### config.mk
export PLATFORM = sky130hd
export DESIGN_NAME = pipeline_hazard_ctrl_flat
export DESIGN_NICKNAME = d
export VERILOG_FILES = /design/src/rtl/pipeline_pkg.sv /design/src/rtl/pipeline_hazard_ctrl_if.sv /design/src/rtl/fwd_select.sv /design/src/rtl/pipeline_hazard_ctrl.sv /design/src/flat_wrapper.sv
export SDC_FILE = /design/constraint.sdc
export NUM_CORES = 1
export LEC_CHECK = 0
export ABC_AREA = 1
export CAP_MARGIN = 30
export CORE_AREA = 5 5 103 105
export CTS_BUF_LIST = sky130_fd_sc_hd__clkbuf_8
export CTS_CLUSTER_SIZE = 16
export DETAILED_ROUTE_END_ITERATION = 10
export DIE_AREA = 0 0 108 110
export GPL_ROUTABILITY_DRIVEN = 0
export GPL_TIMING_DRIVEN = 0
export PLACE_DENSITY = 0.55
export REMOVE_ABC_BUFFERS = 1
export SYNTH_ARGS = -nofsm -noshare
export SYNTH_HDL_FRONTEND = slang
export SYNTH_HIERARCHICAL = 1
export SYNTH_SLANG_ARGS = --single-unit
export TNS_END_PERCENT = 10
### constraint.sdc
create_clock -name clk -period 4.6 [get_ports clk]
set_input_delay 0.69 -clock clk [delete_from_list [all_inputs] [get_ports clk]]
set_output_delay 0.69 -clock clk [all_outputs]
set_load 0.02 [all_outputs]
### src/rtl/pipeline_pkg.sv
// rtl/pipeline_pkg.sv - shared state encoding and forward-select codes for the hazard sequencer
package pipeline_pkg;

  typedef enum logic [1:0] {
    RUN    = 2'd0,
    LSTALL = 2'd1,
    FLUSH  = 2'd2,
    HALT   = 2'd3
  } hz_state_t;

  localparam logic [1:0] FWD_REG = 2'd0;
  localparam logic [1:0] FWD_S2  = 2'd1;
  localparam logic [1:0] FWD_S3  = 2'd2;
  localparam logic [1:0] FWD_S4  = 2'd3;

  // Youngest producer wins: S2 holds the newest value for a register.
  function automatic logic [1:0] fwd_pick(input logic m2, input logic m3, input logic m4);
    if (m2)      return FWD_S2;
    else if (m3) return FWD_S3;
    else if (m4) return FWD_S4;
    else         return FWD_REG;
  endfunction

endpackage

### src/rtl/pipeline_hazard_ctrl_if.sv
// rtl/pipeline_hazard_ctrl_if.sv - pipeline stage status in, stall/squash/forward controls out
interface pipeline_hazard_ctrl_if #(
  parameter int CNT_W = 16
);
  logic [2:0]       used_RmRnRd_1out;
  logic [2:0]       num_Rm_1out;
  logic [2:0]       num_Rn_1out;
  logic [2:0]       num_Rd_1out;
  logic             write_2out;
  logic [2:0]       writenum_2out;
  logic             loads_2out;
  logic             write_3out;
  logic [2:0]       writenum_3out;
  logic             write_out;
  logic [2:0]       writenum_out;
  logic             branch_taken;
  logic             halt_req;

  logic             update_1in;
  logic             fetch_next_in;
  logic [4:1]       rst_p;
  logic [1:0]       fwd_Rm;
  logic [1:0]       fwd_Rn;
  logic [1:0]       fwd_Rd;
  logic [CNT_W-1:0] stall_cnt;
  logic [CNT_W-1:0] flush_cnt;

  modport master (
    output used_RmRnRd_1out, num_Rm_1out, num_Rn_1out, num_Rd_1out,
    output write_2out, writenum_2out, loads_2out, write_3out, writenum_3out,
    output write_out, writenum_out, branch_taken, halt_req,
    input  update_1in, fetch_next_in, rst_p, fwd_Rm, fwd_Rn, fwd_Rd,
    input  stall_cnt, flush_cnt
  );

  modport slave (
    input  used_RmRnRd_1out, num_Rm_1out, num_Rn_1out, num_Rd_1out,
    input  write_2out, writenum_2out, loads_2out, write_3out, writenum_3out,
    input  write_out, writenum_out, branch_taken, halt_req,
    output update_1in, fetch_next_in, rst_p, fwd_Rm, fwd_Rn, fwd_Rd,
    output stall_cnt, flush_cnt
  );

endinterface

### src/rtl/fwd_select.sv
// rtl/fwd_select.sv - per-operand producer match and forward-source priority select
module fwd_select (
  input  logic       used_i,
  input  logic [2:0] num_i,
  input  logic       wr2_i,
  input  logic [2:0] wn2_i,
  input  logic       ld2_i,
  input  logic       wr3_i,
  input  logic [2:0] wn3_i,
  input  logic       ld3_i,
  input  logic       wr4_i,
  input  logic [2:0] wn4_i,
  output logic [1:0] sel_o,
  output logic       load_use_o
);
  import pipeline_pkg::*;

  logic m2, m3, m4;

  assign m2 = used_i & wr2_i & (wn2_i == num_i);
  assign m3 = used_i & wr3_i & (wn3_i == num_i);
  assign m4 = used_i & wr4_i & (wn4_i == num_i);

  // A load's data is not on the S2/S3 result path yet, so those matches cannot forward.
  assign sel_o      = fwd_pick(m2 & ~ld2_i, m3 & ~ld3_i, m4);
  assign load_use_o = m2 & ld2_i;

endmodule

### src/rtl/pipeline_hazard_ctrl.sv
// rtl/pipeline_hazard_ctrl.sv - 5-stage pipeline sequencer: load-use interlock, branch flush, halt, counters
module pipeline_hazard_ctrl #(
  parameter int         LOAD_BUBBLES = 2,
  parameter logic [3:0] FLUSH_MASK   = 4'b0111,
  parameter int         CNT_W        = 16
) (
  input  logic                  clk,
  input  logic                  rst,
  pipeline_hazard_ctrl_if.slave hz
);
  import pipeline_pkg::*;

  localparam logic [1:0] BUB_INIT = 2'(LOAD_BUBBLES - 1);

  hz_state_t        state_q, state_d;
  logic [1:0]       bub_q, bub_d;
  logic             pend_q, pend_d;
  logic             loads_3q, loads_3d;
  logic             live_q;
  logic [CNT_W-1:0] stall_q, stall_d;
  logic [CNT_W-1:0] flush_q, flush_d;

  logic             upd, fet;
  logic [4:1]       rp;
  logic [1:0]       sel_m, sel_n, sel_d;
  logic [2:0]       lu;
  logic             load_use;

  fwd_select u_fwd_rm (
    .used_i(hz.used_RmRnRd_1out[2]), .num_i(hz.num_Rm_1out),
    .wr2_i(hz.write_2out), .wn2_i(hz.writenum_2out), .ld2_i(hz.loads_2out),
    .wr3_i(hz.write_3out), .wn3_i(hz.writenum_3out), .ld3_i(loads_3q),
    .wr4_i(hz.write_out),  .wn4_i(hz.writenum_out),
    .sel_o(sel_m), .load_use_o(lu[2])
  );

  fwd_select u_fwd_rn (
    .used_i(hz.used_RmRnRd_1out[1]), .num_i(hz.num_Rn_1out),
    .wr2_i(hz.write_2out), .wn2_i(hz.writenum_2out), .ld2_i(hz.loads_2out),
    .wr3_i(hz.write_3out), .wn3_i(hz.writenum_3out), .ld3_i(loads_3q),
    .wr4_i(hz.write_out),  .wn4_i(hz.writenum_out),
    .sel_o(sel_n), .load_use_o(lu[1])
  );

  fwd_select u_fwd_rd (
    .used_i(hz.used_RmRnRd_1out[0]), .num_i(hz.num_Rd_1out),
    .wr2_i(hz.write_2out), .wn2_i(hz.writenum_2out), .ld2_i(hz.loads_2out),
    .wr3_i(hz.write_3out), .wn3_i(hz.writenum_3out), .ld3_i(loads_3q),
    .wr4_i(hz.write_out),  .wn4_i(hz.writenum_out),
    .sel_o(sel_d), .load_use_o(lu[0])
  );

  assign load_use = |lu;

  // live_q stays low for the first cycle after reset release, keeping every stage squashed.
  always_comb begin
    upd = 1'b0;
    fet = 1'b0;
    rp  = 4'b1111;
    if (live_q) begin
      case (state_q)
        RUN: begin
          upd = 1'b1;
          fet = 1'b1;
          rp  = 4'b0000;
        end
        LSTALL: rp = 4'b0010;
        FLUSH: begin
          upd = 1'b1;
          fet = 1'b1;
          rp  = {1'b0, FLUSH_MASK[2:0]};
        end
        HALT: rp = 4'b0000;
        default: rp = 4'b1111;
      endcase
    end
  end

  always_comb begin
    state_d = state_q;
    bub_d   = bub_q;
    pend_d  = pend_q;
    if (live_q) begin
      case (state_q)
        RUN: begin
          if (hz.branch_taken) begin
            state_d = FLUSH;
          end else if (hz.halt_req) begin
            state_d = HALT;
          end else if (load_use) begin
            state_d = LSTALL;
            bub_d   = BUB_INIT;
          end
        end
        LSTALL: begin
          if (hz.branch_taken) begin
            state_d = FLUSH;
            bub_d   = 2'd0;
          end else if (bub_q == 2'd0) begin
            state_d = RUN;
          end else begin
            bub_d = bub_q - 2'd1;
          end
        end
        FLUSH: state_d = RUN;
        HALT: begin
          // A branch resolved while frozen is held until the freeze lifts.
          if (!hz.halt_req) begin
            state_d = (pend_q | hz.branch_taken) ? FLUSH : RUN;
            pend_d  = 1'b0;
          end else if (hz.branch_taken) begin
            pend_d = 1'b1;
          end
        end
        default: state_d = RUN;
      endcase
    end
  end

  always_comb begin
    loads_3d = rp[3] ? 1'b0 : hz.loads_2out;
    stall_d  = stall_q;
    flush_d  = flush_q;
    if (live_q && !upd && !(&stall_q)) stall_d = stall_q + CNT_W'(1);
    if (state_d == FLUSH && state_q != FLUSH && !(&flush_q)) flush_d = flush_q + CNT_W'(1);
  end

  always_ff @(posedge clk or negedge rst) begin
    if (!rst) begin
      state_q  <= RUN;
      bub_q    <= 2'd0;
      pend_q   <= 1'b0;
      loads_3q <= 1'b0;
      live_q   <= 1'b0;
      stall_q  <= '0;
      flush_q  <= '0;
    end else begin
      state_q  <= state_d;
      bub_q    <= bub_d;
      pend_q   <= pend_d;
      loads_3q <= loads_3d;
      live_q   <= 1'b1;
      stall_q  <= stall_d;
      flush_q  <= flush_d;
    end
  end

  assign hz.update_1in    = upd;
  assign hz.fetch_next_in = fet;
  assign hz.rst_p         = rp;
  assign hz.fwd_Rm        = live_q ? sel_m : FWD_REG;
  assign hz.fwd_Rn        = live_q ? sel_n : FWD_REG;
  assign hz.fwd_Rd        = live_q ? sel_d : FWD_REG;
  assign hz.stall_cnt     = stall_q;
  assign hz.flush_cnt     = flush_q;

endmodule

### src/flat_wrapper.sv
// flat-port wrapper written by rule: the top's interface ports become plain ports
module pipeline_hazard_ctrl_flat import pipeline_pkg::*;
#(
  parameter int         LOAD_BUBBLES = 2,
  parameter logic [3:0] FLUSH_MASK   = 4'b0111,
  parameter int         CNT_W        = 16
)
  (clk, rst, hz_used_RmRnRd_1out, hz_num_Rm_1out, hz_num_Rn_1out, hz_num_Rd_1out, hz_write_2out, hz_writenum_2out, hz_loads_2out, hz_write_3out, hz_writenum_3out, hz_write_out, hz_writenum_out, hz_branch_taken, hz_halt_req, hz_update_1in, hz_fetch_next_in, hz_rst_p, hz_fwd_Rm, hz_fwd_Rn, hz_fwd_Rd, hz_stall_cnt, hz_flush_cnt);
  pipeline_hazard_ctrl_if #(.CNT_W(CNT_W)) hz_i ();
  input  logic clk;
  input  logic rst;
  input wire logic [$bits(hz_i.used_RmRnRd_1out)-1:0] hz_used_RmRnRd_1out;
  input wire logic [$bits(hz_i.num_Rm_1out)-1:0] hz_num_Rm_1out;
  input wire logic [$bits(hz_i.num_Rn_1out)-1:0] hz_num_Rn_1out;
  input wire logic [$bits(hz_i.num_Rd_1out)-1:0] hz_num_Rd_1out;
  input wire logic [$bits(hz_i.write_2out)-1:0] hz_write_2out;
  input wire logic [$bits(hz_i.writenum_2out)-1:0] hz_writenum_2out;
  input wire logic [$bits(hz_i.loads_2out)-1:0] hz_loads_2out;
  input wire logic [$bits(hz_i.write_3out)-1:0] hz_write_3out;
  input wire logic [$bits(hz_i.writenum_3out)-1:0] hz_writenum_3out;
  input wire logic [$bits(hz_i.write_out)-1:0] hz_write_out;
  input wire logic [$bits(hz_i.writenum_out)-1:0] hz_writenum_out;
  input wire logic [$bits(hz_i.branch_taken)-1:0] hz_branch_taken;
  input wire logic [$bits(hz_i.halt_req)-1:0] hz_halt_req;
  output wire logic [$bits(hz_i.update_1in)-1:0] hz_update_1in;
  output wire logic [$bits(hz_i.fetch_next_in)-1:0] hz_fetch_next_in;
  output wire logic [$bits(hz_i.rst_p)-1:0] hz_rst_p;
  output wire logic [$bits(hz_i.fwd_Rm)-1:0] hz_fwd_Rm;
  output wire logic [$bits(hz_i.fwd_Rn)-1:0] hz_fwd_Rn;
  output wire logic [$bits(hz_i.fwd_Rd)-1:0] hz_fwd_Rd;
  output wire logic [$bits(hz_i.stall_cnt)-1:0] hz_stall_cnt;
  output wire logic [$bits(hz_i.flush_cnt)-1:0] hz_flush_cnt;
  assign hz_i.used_RmRnRd_1out = hz_used_RmRnRd_1out;
  assign hz_i.num_Rm_1out = hz_num_Rm_1out;
  assign hz_i.num_Rn_1out = hz_num_Rn_1out;
  assign hz_i.num_Rd_1out = hz_num_Rd_1out;
  assign hz_i.write_2out = hz_write_2out;
  assign hz_i.writenum_2out = hz_writenum_2out;
  assign hz_i.loads_2out = hz_loads_2out;
  assign hz_i.write_3out = hz_write_3out;
  assign hz_i.writenum_3out = hz_writenum_3out;
  assign hz_i.write_out = hz_write_out;
  assign hz_i.writenum_out = hz_writenum_out;
  assign hz_i.branch_taken = hz_branch_taken;
  assign hz_i.halt_req = hz_halt_req;
  assign hz_update_1in = hz_i.update_1in;
  assign hz_fetch_next_in = hz_i.fetch_next_in;
  assign hz_rst_p = hz_i.rst_p;
  assign hz_fwd_Rm = hz_i.fwd_Rm;
  assign hz_fwd_Rn = hz_i.fwd_Rn;
  assign hz_fwd_Rd = hz_i.fwd_Rd;
  assign hz_stall_cnt = hz_i.stall_cnt;
  assign hz_flush_cnt = hz_i.flush_cnt;
  pipeline_hazard_ctrl #(.LOAD_BUBBLES(LOAD_BUBBLES), .FLUSH_MASK(FLUSH_MASK), .CNT_W(CNT_W)) u_core (.clk(clk), .rst(rst), .hz(hz_i));
endmodule
==> results.md, run 1 <==
- Post-CTS Hold Buffers: 0
- Largest net degree at the start of global routing: 33
- Max-cap violations: 0
- Number of global-route vias before repair: 3070
- Hold Vio Cnt, Final: 0
- Worst reg2reg startpoint: u_core/live_q
- Post-CTS Setup Inserts: 0
- Switch Pwr: 0.6208 mW
- Worst reg-to-reg path cell count: 7
- Clock Tree Buf Depth: 2
- Fraction of layout cells with a size suffix above 1: 6.198%
- Worst setup margin: 1379 ps
- DRT iter0 DRCs: 91
- Worst-margin pin slew: 525.4 ps
- Post-synthesis sequential area ratio: 30.06%
- Port-buffer cells: 72
- Max layer used: met4
- DR WL/cell: 11.59 microns
- Final Cell Area: 4159 sq um
- Yosys cell types: 30
- Levels on crit path: 12
- Initial Util: 34.00%
- Placed Area: 4078 sq um
- Number of remaining DRC errors: 0
- Nets: 632
- Fin. max-slew vios: 0
- Arrival time worst endpoint: 2530 ps
- Number of synthesized register bits: 39
- WP buf/inv: 5
- Seq pwr share: 34.1%
- Critical setup path kind: in2out
- Cts bufs inserted: 5
- Core ar.: 9549 sq um
- CP dominant cell by count: nand2_1
- CTS tree: done
- CP delay by family, top: buffers and inverters
- Clock Skew: 10.12 ps
- Max FO, Critical Path: 6
- ANT cells: 0
- Switching Share: 44.75%
- Yosys warns: 6
- GRT Residual Overflow: 0
- Run status: complete, no violations
- Initial antenna violation count: 0
- Setup violations, final: 0
- Routed met1 length: 3.995 mm
- Tcrit/Tclk final: 70.01%
- CTS H-tree lvls: 2
- CP startpoint: hz_writenum_3out[2]
- Vias/cell: 4.462
- Synth Instances: 526
- Clk root buf: clkbuf_8
- Clk_lat worst skew: 290 ps
- Combinational share of power: 49.8%
- Routed Antenna Nets: 0
- Num ports: 73
- Die ar.: 11880 sq um
- Max-slew headroom: 64.90%
- PwrDens: 333.6 nW/um^2
- Slowest stage delay, CP: 590 ps
- Avg Inst Size Synth: 6.173 sq um
- Routed wl met3: 354 microns
- RSZ-0062 raised after global routing: false
- Static Leak: 2.213 nW
- Clock transition at the registers of the reported paths: 80 ps
- CTS sink count: 39
- Setup WS pre-CTS: 1368 ps
- Drt pass-1 iters: 4
- CP endpoint kind: primary output
- FP Rows: 36
- Cts repair resizes: 0
- Total negative slack: 0 ps
- Routed WL: 8.462 mm
- VDD IR max: 219.7 uV
- Commonest non-fill, non-tap cells in the layout: nand2_1, inv_1, clkdlybuf4s50_1, nor2_1, dfrtp_1
- DIE HEIGHT: 110 microns
- First-pass GRT wire length: 14.28 mm
- Routed met2 length: 4.052 mm
- Hold Path Class: in2async
- Critical path's slowest cell: clkdlybuf4s50_1
- Vias: 3257
- Crit-path cells: clkdlybuf4s50_1 > inv_1 > nand2_1 > nand2_1 > nor2_1 > nand2_1 > nand2_1 > nand2_1 > inv_1 > nand2_1 > inv_1 > clkdlybuf4s50_1
- Max Freq: 0.3105 GHz
- Most common cell after layout, fill and taps aside: nand2_1
- Clk pwr share: 16.2%
- Area Growth Syn to Fin: 28.09%
- Synth Cell Area: 3247 sq um
- Final Critical Period: 3221 ps
- Internal power: 0.7666 mW
- Total GRT Usage: 14.77%
- DPL Wire Length: 6.464 mm
- Die Width: 108 microns
- Critical Path Source Type: input port
- CP required: 3910 ps
- Post-Route Utilization: 43.55%
-- routing by layer --
| layer | track usage [%] | up-vias |
|---|---|---|
| met4 | 3.336 | 0 |
| met3 | 2.621 | 5 |
| met5 | 0 | - |
| met1 | 18.96 | 1459 |
| li1 | - | 1736 |
| met2 | 25.98 | 57 |
-- power groups by stage --
stage          Combinational [mW]  Clock, mW  Sequential [mW]
5_1_grt                     0.762      0.252            0.485
2_1_floorplan               0.382          0            0.515
4_1_cts                     0.699      0.236            0.475
6_report                    0.690      0.224            0.473
3_5_place_dp                0.694          0            0.480
3_3_place_gp                0.686          0            0.479
-- worst reg2reg max path: stages, from the launching register on --
cell,delay [ps]
dfrtp_1,610
inv_1,200
nor3_1,250
nand2_1,320
inv_1,410
nand2_1,140
o21ai_0,180
nand2_1,70
-- logic make-up (layout without fill, tap and decap cells) --
family	Yosys count	in the layout	synth area share, %
AOI/OAI and AO/OA	15	15	2.852
DFF	39	39	30.06
buffers and inverters	104	175	13.06
xor gates and xnor gates	24	24	6.474
other	1	1	0.1155
adders and majority gates	7	7	2.697
and+or+nand+nor	336	336	44.74
-- cell usage after synthesis (all sizes together) --
master  count  area (sq um)
buf         9         67.56
nand4      23         158.9
ha          7         87.58
nor2       63         264.0
o31ai       1         7.510
inv        94         352.8
nand2     213         804.5
or2         1         6.260
nor3        5         25.02
a32oi       1         8.760
xor2       16         140.1
and2        1         6.260
o21ai       7         35.03
nand3      26         157.7
nand3b      4         30.03
conb        1         3.750
clkbuf      1         3.750
xnor2       8         70.07
a21oi       6         41.29
dfrtp      39         975.9
-- metrics by stage --
| step | hold slack, ps | instances | power, mW |
|---|---|---|---|
| floorplan | 394.4 | 516 | 0.8962 |
| global placement | 470.3 | 721 | 1.165 |
| detailed placement | 483.4 | 722 | 1.174 |
| CTS | 229.0 | 730 | 1.409 |
| global route | 228.4 | 730 | 1.499 |
| finish | 232.9 | 730 | 1.387 |
-- final timing paths --
kind,endpoint,slack [ps]
setup / recovery,hz_fwd_Rd[1],1380
hold / removal,u_core/hz.stall_cnt[6],230
setup reg to reg,u_core/hz.stall_cnt[8],2340
hold reg to reg,u_core/bub_q[0],500
max in group asynchronous,u_core/hz.flush_cnt[1],3930
min in group clk,u_core/bub_q[0],500
-- state kept, by name, indices dropped and copies added (netlist names) --
register,flops
u_core/hz.flush_cnt,16
u_core/hz.stall_cnt,16
u_core/bub_q,2
u_core/state_q,2
u_core/live_q,1
u_core/loads_3q,1
u_core/pend_q,1
-- final cells by class --
type / instances / area [sq um]
sequential: 39 / 975.9
clock buffer: 5 / 68.82
clock inverter: 3 / 12.51
multi-input combinational: 383 / 1847
tap: 133 / 166.4
fill: 1022 / 5390
inverter: 94 / 352.8
timing repair buffer: 73 / 735.7
No activity file was read; power rests on OpenSTA's default activity.
==> run 2, diff against run 1 <==
--- a/config.mk
+++ b/config.mk
@@ -14,7 +14,7 @@
 export DIE_AREA = 0 0 108 110
 export GPL_ROUTABILITY_DRIVEN = 0
 export GPL_TIMING_DRIVEN = 0
-export PLACE_DENSITY = 0.55
+export PLACE_DENSITY = 0.57
 export REMOVE_ABC_BUFFERS = 1
 export SYNTH_ARGS = -nofsm -noshare
 export SYNTH_HDL_FRONTEND = slang
==> constraint.sdc (replaced) <==
create_clock -name clk -period 2.7 [get_ports clk]
set_input_delay 0.405 -clock clk [delete_from_list [all_inputs] [get_ports clk]]
set_output_delay 0.405 -clock clk [all_outputs]
set_load 0.02 [all_outputs]
==> run 2 against run 1 <==
Via count decreased by 1.4%. Flip-flop and latch count unchanged. Utilization rose by 0.62 points. Register-to-register slack lost 1800 ps. Clock-buffer cell count increased by 1.
==> results.md, run 2 (synthesis results as in run 1) <==
- Number of remaining DRC errors: 0 (unchanged)
- Routed Antenna Nets: 0 (unchanged)
- Run status: complete, no violations (unchanged)
- GRT Residual Overflow: 0 (unchanged)
- Commonest non-fill, non-tap cells in the layout: nand2_1, inv_1, clkdlybuf4s50_1, nor2_1, dfrtp_1 (unchanged)
- WHS: 44.61 ps (was 232.9 ps)
- DR WL/cell: 11.29 microns (was 11.59 microns)
- Clock transition at the registers of the reported paths: 80 ps (about the same)
- Critical Path Source Type: input port (unchanged)
- Initial antenna violation count: 0 (unchanged)
- CP required: 2300 ps (was 3910 ps)
- CTS tree: done (unchanged)
- Initial Util: 34.00% (unchanged)
- Placed Area: 4078 sq um (unchanged)
- Largest net degree at the start of global routing: 25 (was 33)
- Total negative slack: 0 ps (unchanged)
- Port-buffer cells: 72 (unchanged)
- Vias/cell: 4.399 (was 4.462)
- Die Width: 108 microns (unchanged)
- CTS H-tree lvls: 2 (unchanged)
- Max-cap violations: 0 (unchanged)
- Final Cell Area: 4218 sq um (was 4159 sq um)
- Post-CTS Hold Buffers: 0 (unchanged)
- ANT cells: 0 (unchanged)
- Total GRT Usage: 14.52% (was 14.77%)
- Vias: 3211 (was 3257)
- DIE HEIGHT: 110 microns (unchanged)
- VDD IR max: 391.2 uV (was 219.7 uV)
- Cells after DPL: 722 (unchanged)
- Num ports: 73 (unchanged)
- Crit-path cells: clkdlybuf4s50_1 > inv_1 > nand2_1 > nand2_1 > nor2_1 > nand2_1 > inv_1 > nand2_1 > nand2_1 > nand2_1 > inv_1 > clkdlybuf4s50_1 (was clkdlybuf4s50_1 > inv_1 > nand2_1 > nand2_1 > nor2_1 > nand2_1 > nand2_1 > nand2_1 > inv_1 > nand2_1 > inv_1 > clkdlybuf4s50_1)
- Clk_lat worst skew: 290 ps (about the same)
- Clk root buf: clkbuf_8 (unchanged)
- Area Growth Syn to Fin: 29.90% (was 28.09%)
- Max FO, Critical Path: 6 (unchanged)
- Worst-margin pin slew: 526.0 ps (was 525.4 ps)
- Post-Route Utilization: 44.17% (was 43.55%)
- Slowest stage delay, CP: 590 ps (about the same)
- Tcrit/Tclk final: 96.00%
- Critical setup path kind: in2out (unchanged)
- Worst setup margin: 108.0 ps (was 1379 ps)
- Clock Skew: 5.696 ps (was 10.12 ps)
- Most common cell after layout, fill and taps aside: nand2_1 (unchanged)
- Cts bufs inserted: 5 (unchanged)
- Nets: 632 (unchanged)
- Number of global-route vias before repair: 3031 (was 3070)
- Critical path's slowest cell: clkdlybuf4s50_1 (unchanged)
- CP dominant cell by count: nand2_1 (unchanged)
- Max-slew headroom: 64.86% (was 64.90%)
- Drt pass-1 iters: 4 (unchanged)
- Die ar.: 11880 sq um (unchanged)
- CTS sink count: 39 (unchanged)
- Final Critical Period: 2592 ps
- Static Leak: 2.351 nW (was 2.213 nW)
- Hold Vio Cnt, Final: 0 (unchanged)
- FP Rows: 36 (unchanged)
- Clock Tree Buf Depth: 2 (unchanged)
- First-pass GRT wire length: 14.08 mm (was 14.28 mm)
- Non-filler cells, final: 730 (unchanged)
- Fin. max-slew vios: 0 (unchanged)
- DRT iter0 DRCs: 107 (was 91)
- Routed WL: 8.239 mm (was 8.462 mm)
- Setup WS pre-CTS: -142.9 ps (was 1368 ps)
- PwrDens: 589.4 nW/um^2 (was 333.6 nW/um^2)
- Final total power: 2.486 mW (was 1.387 mW)
- DPL Wire Length: 6.408 mm (was 6.464 mm)
- Max Freq: 0.3858 GHz
- Arrival time worst endpoint: 2190 ps (was 2530 ps)
- Core ar.: 9549 sq um (unchanged)
- Fraction of layout cells with a size suffix above 1: 6.533% (was 6.198%)
- Hold Path Class: in2async (unchanged)
- Setup violations, final: 0 (unchanged)
- CP endpoint kind: primary output (unchanged)
==> run 2: cell types whose count changed in the layout (fill, tap and decap cells not counted), sizes merged <==
cell,before,now
clkbuf,5,6
dlymetal6s2s,0,9
clkdlybuf4s50,71,62
inv,96,94
bufinv,0,1
==> run 2: repair_timing <==
action	4_1_cts	5_1_grt
gates resized for setup	0	9
setup endpoints to repair	0	7
buffers inserted	0	0
==> run 2: per-layer routing <==
layer | vias to the layer above | share of wire (%) | GRT usage, % | wire [microns]
li1 | 1727 | - | - | -
met1 | 1430 | 48 | 18.84 | 3976
met2 | 50 | 48 | 25.62 | 3946
met3 | 4 | 3.3 | 2.504 | 269
met4 | 0 | 0.56 | 2.705 | 46
met5 | - | 0 | 0 | 0
==> run 2: report_power, final <==
part	switching [mW]	total (mW)	internal (mW)
clock network	0.213	0.512	0.299
registers	0.114	0.804	0.691
logic	0.728	1.17	0.441
total	1.05	2.49	1.43
==> run 2: critical path, delay by kind of cell <==
kind | cells | cell delay, ps
and+or+nand+nor | 7 | 420
buffers and inverters | 5 | 1360
==> run 2: final timing paths <==
check / slack, ps / end / cells past startpoint / from
min in group clk: 500 / u_core/bub_q[0] / 2 / u_core/bub_q[0]
max: 110 / hz_fwd_Rm[0] / 12 / hz_writenum_out[2]
min reg2reg: 500 / u_core/bub_q[0] / 2 / u_core/bub_q[0]
min: 40 / u_core/hz.flush_cnt[11] / 1 / rst
max reg2reg: 490 / u_core/hz.flush_cnt[12] / 10 / u_core/state_q[1]
max in group asynchronous: 2190 / u_core/hz.stall_cnt[13] / 2 / rst
==> run 2: area by class of cell <==
class | count | area [sq um]
Fill cell | 1045 | 5331
Timing Repair Buffer | 73 | 758.2
Multi-Input combinational cell | 383 | 1847
Tap cell | 133 | 166.4
Clock inverter | 2 | 35.03
Sequential cell | 39 | 975.9
Clock buffer | 6 | 82.58
Inverter | 94 | 352.8
==> run 3, diff against run 2 <==
--- a/config.mk
+++ b/config.mk
@@ -20,4 +20,3 @@
 export SYNTH_HDL_FRONTEND = slang
 export SYNTH_HIERARCHICAL = 1
 export SYNTH_SLANG_ARGS = --single-unit
-export TNS_END_PERCENT = 10
==> constraint.sdc (replaced) <==
create_clock -name clk -period 2.3 [get_ports clk]
set_input_delay 0.345 -clock clk [delete_from_list [all_inputs] [get_ports clk]]
set_output_delay 0.345 -clock clk [all_outputs]
set_load 0.02 [all_outputs]
==> run 3 against run 2 <==
Die area unchanged. Final area up 0.36%. Routed wire length is 2.8% higher. Clock power grew 18%. Flip-flop and latch count did not move. Hold slack better by 460 ps. Combinational power is 26% higher. Clock-buffer cell count unchanged. Largest cell class unchanged.
==> results.md, run 3 (synthesis results as in run 1) <==
- Largest net degree at the start of global routing: 25 (unchanged)
- Arrival time worst endpoint: 1850 ps (was 2190 ps)
- Hold path start: u_core/bub_q[0]
- Total negative slack: 0 ps (unchanged)
- Combinational share of power: 48.6% (was 47.0%)
- Clk root buf: clkbuf_8 (unchanged)
- Final Critical Period: 2193 ps
- Fraction of layout cells with a size suffix above 1: 8.624% (was 6.533%)
- Run status: complete, no violations (unchanged)
- FP Rows: 36 (unchanged)
- Initial Util: 34.00% (unchanged)
- Critical Path Source Type: input port (unchanged)
- FF/Latch Area: 977.2 sq um (was 975.9 sq um)
- Worst Hold End: u_core/bub_q[0]
- Multi-input logic area: 1861 sq um (was 1847 sq um)
- Fin. max-slew vios: 0 (unchanged)
- Vias/cell: 4.418 (was 4.399)
- Hold Path Class: reg2reg (was in2async)
- First-pass GRT wire length: 14.24 mm (was 14.08 mm)
- Worst setup margin: 107.5 ps (was 108.0 ps)
- Number of global-route vias before repair: 3045 (was 3031)
- Flop-to-flop setup slack: 330 ps (was 490 ps)
- Most common cell after layout, fill and taps aside: nand2_1 (unchanged)
- Num ports: 73 (unchanged)
- Clk_lat worst skew: 290 ps (about the same)
- Commonest non-fill, non-tap cells in the layout: nand2_1, inv_1, clkdlybuf4s50_1, nor2_1, dfrtp_1 (unchanged)
- Seq pwr share: 31.3% (was 32.4%)
- DR WL/cell: 11.51 microns (was 11.29 microns)
- Worst reg2reg startpoint: u_core/state_q[1] (unchanged)
- CTS tree: done (unchanged)
- DIE HEIGHT: 110 microns (unchanged)
- Hold Vio Cnt, Final: 0 (unchanged)
- CP required: 1960 ps (was 2300 ps)
- Slowest stage delay, CP: 580 ps (was 590 ps)
- Clock Skew: 5.112 ps (was 5.696 ps)
- PwrDens: 712.7 nW/um^2 (was 589.4 nW/um^2)
- Routed WL: 8.468 mm (was 8.239 mm)
- Switch Pwr: 1.291 mW (was 1.054 mW)
- Total GRT Usage: 14.69% (was 14.52%)
- CTS H-tree lvls: 2 (unchanged)
- Die ar.: 11880 sq um (unchanged)
- CP delay by family, top: buffers and inverters (unchanged)
- WP buf/inv: 5 (unchanged)
- ANT cells: 0 (unchanged)
- Switching Share: 42.79% (was 42.41%)
- Placed Area: 4078 sq um (unchanged)
- Number of remaining DRC errors: 0 (unchanged)
- Port-buffer cells: 72 (unchanged)
- Tcrit/Tclk final: 95.33%
- Drt pass-1 iters: 4 (unchanged)
- CP endpoint kind: primary output (unchanged)
- Core ar.: 9549 sq um (unchanged)
- Crit-path cells: clkdlybuf4s50_1 > inv_1 > nand2_1 > nand2_1 > nor2_1 > nand2_1 > inv_1 > nand2_1 > nand2_1 > nand2_1 > inv_1 > dlygate4sd2_1 (was clkdlybuf4s50_1 > inv_1 > nand2_1 > nand2_1 > nor2_1 > nand2_1 > inv_1 > nand2_1 > nand2_1 > nand2_1 > inv_1 > clkdlybuf4s50_1)
- Die Width: 108 microns (unchanged)
- Vias: 3252 (was 3211)
- Fillers: 1047 (was 1045)
- VDD IR max: 531.3 uV (was 391.2 uV)
- CTS sink count: 39 (unchanged)
- RR Endpoint: u_core/hz.stall_cnt[8] (was u_core/hz.flush_cnt[12])
- Max FO, Critical Path: 6 (unchanged)
- Clock transition at the registers of the reported paths: 80 ps (about the same)
- GRT Residual Overflow: 0 (unchanged)
- Max-cap violations: 0 (unchanged)
- DPL Wire Length: 6.408 mm (unchanged)
- Critical path's slowest cell: clkdlybuf4s50_1 (unchanged)
- Area Growth Syn to Fin: 30.37% (was 29.90%)
- Routed Antenna Nets: 0 (unchanged)
- Max Freq: 0.4561 GHz
- Worst reg-to-reg path cell count: 8 (was 10)
- Cts bufs inserted: 5 (unchanged)
- Final Cell Area: 4233 sq um (was 4218 sq um)
- Internal power: 1.726 mW (was 1.432 mW)
- CP dominant cell by count: nand2_1 (unchanged)
- Clk pwr share: 20.0% (was 20.6%)
- Nets: 638 (was 632)
- Hold path depth: 2
- Critical setup path kind: in2out (unchanged)
- Setup violations, final: 0 (unchanged)
- Static Leak: 2.304 nW (was 2.351 nW)
- Clock Tree Buf Depth: 2 (unchanged)
- Setup WS pre-CTS: -482.9 ps (was -142.9 ps)
- Initial antenna violation count: 0 (unchanged)
- DRT iter0 DRCs: 115 (was 107)
-- run 3: cell types whose count changed in the layout (fill, tap and decap cells not counted), moves of 4 or more --
cell	previous run	this run
clkbuf_2	0	5
dlymetal6s2s_1	9	5
dlygate4sd2_1	0	7
buf_4	0	4
clkdlybuf4s50_1	62	54
-- run 3: metrics by stage --
stage | hold WS [ps] | power (mW) | std cells | utilization [%]
after floorplan | 49.41 | 1.792 | 516 | -
after global placement | 469.4 | 2.329 | 721 | 42.54
after detailed placement | 305.3 | 2.342 | 722 | 42.70
after CTS | 503.6 | 2.990 | 733 | 44.10
after global routing | 532.8 | 3.261 | 736 | 44.33
final | 502.2 | 3.017 | 736 | 44.33
-- run 3: area by class of cell --
class / count / share of cell area [%]
Inverter: 94 / 8.424
Multi-Input combinational cell: 384 / 43.95
Timing Repair Buffer: 78 / 17.82
Clock inverter: 2 / 0.8277
Tap cell: 133 / 3.931
Sequential cell: 39 / 23.09
Clock buffer: 6 / 1.951
-- run 3: how the worst max path moves through the flow --
stage | cells past startpoint | endpoint | from | slack, ps
after floorplan | 10 | u_core/hz.flush_cnt[12] | u_core/state_q[1] | 500
after global placement | 14 | u_core/hz.flush_cnt[14] | hz_writenum_2out[1] | -480
after detailed placement | 14 | u_core/hz.flush_cnt[12] | hz_writenum_2out[1] | -480
after CTS | 5 | hz_rst_p[0] | u_core/state_q[0] | 10
after global routing | 14 | u_core/hz.flush_cnt[14] | hz_writenum_2out[2] | -0.4
final | 12 | hz_fwd_Rm[0] | hz_writenum_out[2] | 110
-- run 3: worst min-delay path, stage by stage, from the launching register on --
cell     delay (ps)
dfrtp_1         350
nand2_1          50
o21ai_0          60
-- run 3: routing by layer --
layer	vias to the layer above	GRT usage, %	wire, microns
li1	1740	-	-
met1	1452	19.24	4006
met2	58	25.75	4141
met3	2	2.504	292
met4	0	2.705	28
met5	-	0	0
-- run 3: power groups by stage --
stage | Sequential, mW | Clock, mW | Combinational [mW]
final | 0.945 | 0.604 | 1.47
after global routing | 0.971 | 0.655 | 1.63
after CTS | 0.946 | 0.623 | 1.42
after detailed placement | 0.957 | 0 | 1.39
after global placement | 0.955 | 0 | 1.37
after floorplan | 1.03 | 0 | 0.763
-- run 3: timing repair --
| item | 4_1_cts | 5_1_grt |
|---|---|---|
| endpoints found under the setup margin | 23 | 24 |
| pin swaps | 1 | 1 |
| buffers inserted | 2 | 2 |
| resized for setup | 14 | 17 |
| cloned | 0 | 1 |
| hold buffers | 1 | 0 |
| endpoints found under the hold margin | 15 | 0 |
